<file path="src/rtl/clock_phase_seq.sv">
// clock_phase_seq
//
// Purpose:
//   Turns the divided-clock level from the clock divider into single-cycle,
//   one-hot phase-enable strobes on the fast clock. Each clk_div edge (rising
//   or falling) issues one phase, and NUM_PHASES phases make up one
//   instruction cycle. Run/halt control, a single-step handshake and a
//   completed-instruction-cycle counter let all processor stages run on clk
//   with enables instead of on a derived clock.
//
// Ports:
//   clk        in   fast system clock (single clock domain)
//   reset      in   asynchronous, active-high reset
//   clk_div    in   divided-clock level, synchronous to clk
//   run        in   level, 1 = free-running instruction cycles
//   step_req   in   single-step request, acted on at its rising edge
//   step_ack   out  one-cycle pulse when a stepped instruction cycle completes
//   rise_pulse out  one-cycle pulse per clk_div rising edge
//   fall_pulse out  one-cycle pulse per clk_div falling edge
//   phase      out  index of the next phase to issue
//   phase_en   out  one-hot, one-cycle phase strobe
//   cycle_cnt  out  completed instruction cycles (wraps at 2^32)
//   busy       out  1 while RUN, STEP or DRAIN
//   stall_err  out  sticky watchdog flag
//
// Optional feature (macro CLOCK_PHASE_SEQ_WATCHDOG_EN):
//   Defined: a gap counter aborts to IDLE and sets stall_err when MAX_GAP clk
//   cycles pass while busy without a clk_div edge. Undefined: no gap counter,
//   stall_err is tied to 0.

module clock_phase_seq #(
  parameter int NUM_PHASES = 4,
  parameter int PHASE_W    = 3,
  parameter int MAX_GAP    = 8
) (
  input  logic                  clk,
  input  logic                  reset,
  input  logic                  clk_div,
  input  logic                  run,
  input  logic                  step_req,
  output logic                  step_ack,
  output logic                  rise_pulse,
  output logic                  fall_pulse,
  output logic [PHASE_W-1:0]    phase,
  output logic [NUM_PHASES-1:0] phase_en,
  output logic [31:0]           cycle_cnt,
  output logic                  busy,
  output logic                  stall_err
);

  typedef enum logic [1:0] {IDLE, RUN, STEP, DRAIN} state_t;

  localparam logic [PHASE_W-1:0] LAST_PHASE = PHASE_W'(NUM_PHASES - 1);

  if (NUM_PHASES < 2 || NUM_PHASES > 8 || (2 ** PHASE_W) < NUM_PHASES || MAX_GAP < 1) begin : g_param_check
    $error("clock_phase_seq: illegal NUM_PHASES/PHASE_W/MAX_GAP combination");
  end

  state_t                state_q, state_d;
  logic                  d_q;
  logic                  step_prev_q;
  logic [PHASE_W-1:0]    phase_q, phase_d;
  logic [NUM_PHASES-1:0] phase_en_q, phase_en_d;
  logic                  rise_q, fall_q;
  logic                  step_ack_q, step_ack_d;
  logic [31:0]           cycle_cnt_q, cycle_cnt_d;
  logic                  busy_q;
  logic                  stall_q;
  logic                  abort;
  logic                  tick, step_edge, wrap, issue;

  // Any change of the sampled divider level is a phase tick; the tick that
  // issues the last phase closes the instruction cycle.
  assign tick      = clk_div ^ d_q;
  assign step_edge = step_req & ~step_prev_q;
  assign wrap      = tick && (phase_q == LAST_PHASE);

`ifdef CLOCK_PHASE_SEQ_WATCHDOG_EN
  localparam int GAP_W = $clog2(MAX_GAP + 1);

  logic [GAP_W-1:0] gap_q, gap_d;

  // Gap counter restarts on every tick and whenever idle. The abort fires on
  // the clk where the count would reach MAX_GAP.
  assign gap_d = (state_q == IDLE || tick) ? '0 : gap_q + GAP_W'(1);
  assign abort = (state_q != IDLE) && !tick && (gap_q == GAP_W'(MAX_GAP - 1));

  always_ff @(posedge clk or posedge reset) begin
    if (reset) begin
      gap_q   <= '0;
      stall_q <= 1'b0;
    end else begin
      gap_q <= gap_d;
      if (abort) begin
        stall_q <= 1'b1;
      end
    end
  end
`else
  assign abort   = 1'b0;
  assign stall_q = 1'b0;
`endif

  // Next-state and phase issue. A free run dropped mid-cycle goes through
  // DRAIN so the instruction cycle is always completed. A watchdog abort
  // overrides everything and returns to IDLE at phase 0 without step_ack.
  always_comb begin
    state_d     = state_q;
    phase_d     = phase_q;
    phase_en_d  = '0;
    step_ack_d  = 1'b0;
    cycle_cnt_d = cycle_cnt_q;
    issue       = 1'b0;

    case (state_q)
      IDLE: begin
        phase_d = '0;
        if (!stall_q) begin
          if (run) begin
            state_d = RUN;
          end else if (step_edge) begin
            state_d = STEP;
          end
        end
      end
      RUN: begin
        if (!run && phase_q == '0) begin
          state_d = IDLE;
        end else begin
          issue = tick;
          if (wrap) begin
            state_d = run ? RUN : IDLE;
          end else if (!run) begin
            state_d = DRAIN;
          end
        end
      end
      STEP: begin
        issue = tick;
        if (wrap) begin
          step_ack_d = 1'b1;
          state_d    = IDLE;
        end
      end
      DRAIN: begin
        issue = tick;
        if (wrap) begin
          state_d = IDLE;
        end
      end
      default: state_d = IDLE;
    endcase

    if (issue) begin
      phase_en_d = NUM_PHASES'(1) << phase_q;
      phase_d    = wrap ? '0 : phase_q + PHASE_W'(1);
      if (wrap) begin
        cycle_cnt_d = cycle_cnt_q + 32'd1;
      end
    end

    if (abort) begin
      state_d    = IDLE;
      phase_d    = '0;
      step_ack_d = 1'b0;
    end
  end

  // State and output registers; edge pulses are produced in every state.
  always_ff @(posedge clk or posedge reset) begin
    if (reset) begin
      state_q     <= IDLE;
      d_q         <= 1'b0;
      step_prev_q <= 1'b0;
      phase_q     <= '0;
      phase_en_q  <= '0;
      rise_q      <= 1'b0;
      fall_q      <= 1'b0;
      step_ack_q  <= 1'b0;
      cycle_cnt_q <= '0;
      busy_q      <= 1'b0;
    end else begin
      state_q     <= state_d;
      d_q         <= clk_div;
      step_prev_q <= step_req;
      phase_q     <= phase_d;
      phase_en_q  <= phase_en_d;
      rise_q      <= clk_div & ~d_q;
      fall_q      <= ~clk_div & d_q;
      step_ack_q  <= step_ack_d;
      cycle_cnt_q <= cycle_cnt_d;
      busy_q      <= (state_d != IDLE);
    end
  end

  assign step_ack   = step_ack_q;
  assign rise_pulse = rise_q;
  assign fall_pulse = fall_q;
  assign phase      = phase_q;
  assign phase_en   = phase_en_q;
  assign cycle_cnt  = cycle_cnt_q;
  assign busy       = busy_q;
  assign stall_err  = stall_q;

endmodule

</file>
<file path="config.mk">
export PLATFORM = sky130hd
export DESIGN_NAME = clock_phase_seq
export DESIGN_NICKNAME = d
export VERILOG_FILES = /design/src/rtl/clock_phase_seq.sv
export SDC_FILE = /design/constraint.sdc
export NUM_CORES = 1
export LEC_CHECK = 0
export ABC_AREA = 1
export ABC_CLOCK_PERIOD_IN_PS = 1600
export CORE_ASPECT_RATIO = 0.75
export CORE_MARGIN = 5
export CORE_UTILIZATION = 40
export CTS_CLUSTER_DIAMETER = 80
export DETAILED_ROUTE_END_ITERATION = 7
export DONT_BUFFER_PORTS = 1
export GPL_TIMING_DRIVEN = 0
export MAX_ROUTING_LAYER = met4
export PLACE_DENSITY = 0.6
export SLEW_MARGIN = 10
export SYNTH_ARGS = -nofsm -noshare
export SYNTH_HDL_FRONTEND = slang
export SYNTH_SLANG_ARGS = --single-unit
</file>
<file path="constraint.sdc">
create_clock -name clk -period 1.6 [get_ports clk]
set_input_delay 0.48 -clock clk [delete_from_list [all_inputs] [get_ports clk]]
set_output_delay 0.48 -clock clk [all_outputs]
set_load 0.005 [all_outputs]
</file>
======== After elaboration in Yosys (flattened, before gate mapping) ========
Cells that the tools add are included.
word-level totals
  bits in registers ....................... 47
  bits of input ports ..................... 5
  output and inout bits ................... 44
  logic and storage cells ................. 49
cells by class
  $add $sub $neg .......................... 2
  equal/unequal tests ..................... 4
  shift-type cells ........................ 1
  muxes and demuxes ....................... 16
  bitwise logic cells ..................... 7
  reductions and logical operators ........ 9
operators by type and width
  operator                                         count
  adder 32 x 1 -> 32 bit, second input constant    1
  2-to-1 mux 2 bit                                 6
  2-to-1 mux 3 bit                                 3
  one-hot mux 2 bit (3 select lines)               1
  == test 2 bit, second input constant             2
  2-to-1 mux 1 bit                                 4
  2-to-1 mux 4 bit                                 1
  nonzero test 2 bit                               2
  left shift 1 x 3 -> 4 bit, first input constant  1
  adder 3 x 1 -> 3 bit, second input constant      1
  AND 1 bit                                        3
  == test 3 x 2 -> 1 bit, second input constant    1
  logical NOT 3 bit                                1
  NOT 1 bit                                        3
  == test 2 x 1 -> 1 bit, second input constant    1
  logical AND 1 bit                                2
  logical NOT 2 bit                                1
  one-hot mux 1 bit (2 select lines)               1
  AND reduction 2 bit                              1
  OR reduction 2 bit                               1
  logical NOT 1 bit                                1
  bitwise XOR 1 bit                                1

======== Longest topological paths before layout ========
  depth after elaboration ................. 6
  gate-level depth with buffers ........... 11
  mapped depth without buffers ............ 11

======== Worst setup path after synthesis ========
OpenSTA, ideal clock, no wires.
  kind .................................... input -> register
  start point ............................. input port clk_div
  end point ............................... register cycle_cnt_q[8] (netlist: cycle_cnt[8])
  library setup time ...................... 125 ps
  arrival ................................. 1592 ps
  setup slack ............................. -118 ps
  stages on the path ...................... 8
  path buffers ............................ 1
  cell sequence ........................... inv_1 > ha_1 > nor2_4 > nand3_4 > buf_6 > nor2_8 > nand2_2 > xnor2_2
between the ends
  word-level cells in the longest chain between the ends .. 4
  elaborated cells on any way between the ends .. 5
RTL lines
  item                                    line  source
  from (decl)                             38    input logic clk_div,
  bitwise XOR 1 bit *                     74    assign tick = clk_div ^ d_q;
  2-to-1 mux 1 bit                        127   if (!run && phase_q == '0) begin
  one-hot mux 1 bit (2 select lines)      115   case (state_q)
  AND reduction 2 bit (no source line) *  n/a
  to (signal assigned)                    191   cycle_cnt_q <= cycle_cnt_d;
  to (decl)                               66    logic [31:0] cycle_cnt_q, cycle_cnt_d;
Mark *: on every way between the ends. The rest lies on a longest branch, timed or not.
A chain may end at the register's enable or synchronous reset.

======== Worst setup path after layout ========
  start point ............................. register phase_q[0] (netlist: phase[0])
  end point ............................... register cycle_cnt_q[9] (netlist: cycle_cnt[9])
between the ends
  word-level cells in the longest chain between the ends .. 5
  elaborated cells on any way between the ends .. 7
RTL lines
  item                                    line  source
  from (decl)                             62    logic [PHASE_W-1:0] phase_q, phase_d;
  from (signal assigned)                  186   phase_q <= phase_d;
  logical NOT 3 bit                       127
  logical AND 1 bit                       127
  2-to-1 mux 1 bit                        127
  one-hot mux 1 bit (2 select lines)      115
  AND reduction 2 bit (no source line) *  n/a
Marks and branches as above.

==> metrics.txt <==
Die X approximately 100 µm; worst hold path type in -> async; global placer's final weighted congestion about 0.82; Post-DP HPWL around 4400 µm; clock slew at reported path FFs 90 ps; Setup Crit Path Kind reg -> reg; DRC viols 0; Leak between 1.5 and 2 nW; htree depth 2; CTS Sinks 47; most common cell after layout, fill and taps aside nand2_1; cell area power density 1030 nW/µm²; # rows 25; VDD IR max roughly 0.00037 V; Final Max Tran Viols 0; share of post-route cells with drive strength above 1 a little over a quarter; final worst setup slack -79.6 ps; CP Launch Type flip-flop; # IOs 49; Final setup viols 9; final worst path period need 1680 ps; Synthesized Nets 330; FF+latch count, synth 47; GR Util All Layers approximately 17%; deepest clock path buffer count 2; post-DR wirelength/cell around 14 µm; largest net degree at the start of global routing 29; Final Hold Vio Count 0; Top FF cell, synth dfrtp_1; Post-Synthesis Cells 318; initial antenna violation count 0; antenna cells 0; Setup TNS -348 ps; FMAX a little under 600 MHz; first-iteration detailed-routing DRC count 91; Post-synth EDFFs 0; final wirelength ~6200 µm; vias in the first global route between 2,000 and 2,500; CTS tree yes; clock latency at the later pin of the worst-skew pair between 200 and 300 ps; Worst EP required roughly 1800 ps; Die Y approximately 80 µm; ys async rst share between 90% and 100%; post-place setup slack -173 ps; total of max-cap violations 0; CP Capture Type flip-flop; Area Growth Syn to Fin 22.9%; crit share post-route 105%; Fill cells between 500 and 600; Initial Util 41.1%; most frequent cells in the layout nand2_1 (94), dfrtp_1 (37), inv_1 (36), nor2_1 (25), buf_4 (23); vias approximately 2,100; vias per cell about 4.8; DRT antenna net count 0; sequential share of the synthesized area 45.3%; final net count roughly 360; failing checks negative setup slack; RSZ-0062 raised after global routing true; outcome complete, but fails checks; Post-Syn Area per Cell slightly above 8 µm²; Yosys Warn Count 0; Clk Tree Root Cell clkbuf_8; non-filler cells, final 433; total CTS buffers 5; Core ar. between 6000 and 7000 µm²; # port buffers 0; Mapped Area between 2000 and 3000 µm²; Placed Cells 400; Synth cell types 28; CP max FO 6; DR pass1 iterations 4; die area slightly above 8000 µm²; Congestion Overflow GR 0; Layout Skew between 7 and 8 ps; Critical Path AT 1900 ps; first-pass GRT wire length 10,500 µm
-- worst max-delay path, cell delays in order, from the launching register on --
cell	delay [ps]
dfrtp_2	430
ha_2	200
nand2_2	60
nor2_4	150
nand3_4	110
buf_6	140
nor2_4	240
buf_6	140
xor2_1	140
-- routing by layer --
layer  share of wire, %  vias up  global-route usage (%)
met5                  0        -                       -
met1                 46      971                    22.5
met3                7.9        4                    5.41
met4               0.95        0                    5.05
met2                 45       56                    23.4
li1                   -     1055                       -
-- kinds of logic (layout without fill, tap and decap cells) --
family | Yosys count | after routing | synth area share, %
adders and majority gates | 7 | 7 | 3.37
other | 1 | 1 | 0.144
AOI/OAI and AO/OA | 10 | 10 | 2.02
DFF | 47 | 47 | 45.3
xor gates and xnor gates | 17 | 17 | 6.02
buffers and inverters | 45 | 79 | 6.94
and+or+nand+nor | 191 | 191 | 36.2
-- power breakdown --
part / internal [mW] / switching [mW] / leakage, nW
logic: 0.444 / 0.522 / 0.862
clock network: 0.395 / 0.377 / 0.0515
registers: 1.34 / 0.197 / 0.602
total: 2.18 / 1.10 / 1.52
-- per-stage QoR --
step / area, µm² / utilization (%) / hold slack, ps / power [mW]
2_1_floorplan: 2620 / - / 479 / 1.98
3_3_place_gp: 2720 / 43.0 / 511 / 2.10
3_5_place_dp: 2740 / 43.3 / 409 / 2.13
4_1_cts: 3020 / 47.7 / 86.2 / 3.18
5_1_grt: 3190 / 50.5 / 98.4 / 3.50
6_report: 3190 / 50.5 / 74.8 / 3.28
-- timing repair --
| action | in CTS | in global routing |
|---|---|---|
| hold buffers | 0 | 0 |
| pin swaps | 13 | 13 |
| resized for setup | 16 | 33 |
| buffers inserted | 17 | 9 |
| endpoints found under the setup margin | 32 | 33 |
-- cell usage after synthesis (5+ instances only) --
cell       n  area [µm²]
nor3_1     6        30.0
xor2_1    11        96.3
nand3_1   17        85.1
nand2_1   97         364
dfrtp_1   47        1180
inv_1     41         154
nor2_4     5        56.3
ha_1       7        87.6
nand3b_1   6        45.0
o21ai_0    6        30.0
nand4_1   11        68.8
xnor2_1    5        43.8
nor2_1    31         116
nor2_2     7        43.8
-- final cells by class --
class	instances	area [µm²]	share of cell area, %
Inverter	43	161	5.06
Tap cell	81	101	3.18
Clock buffer	8	100	3.14
Timing Repair Buffer	26	219	6.86
Buffer	2	27.5	0.862
Sequential cell	47	1190	37.2
Multi-Input combinational cell	226	1390	43.7
-- flip-flops by register name (all words and copies together), names as in the netlist --
signal       cells
step_prev_q      1
busy             1
step_ack         1
phase_en         4
d_q              1
state_q          2
cycle_cnt       32
fall_pulse       1
rise_pulse       1
phase            3
-- final timing paths --
kind                             from       endpoint  slack (ps)  cells past startpoint
max in group asynchronous       reset   cycle_cnt[1]        1010                      2
max                          phase[0]   cycle_cnt[9]         -80                      8
min reg2reg                state_q[0]       step_ack         520                      1
max reg2reg                  phase[0]   cycle_cnt[9]         -80                      8
min                             reset  cycle_cnt[31]          70                      1
min in group clk              clk_div            d_q         210                      0
Power figures use the tool's default switching activity.
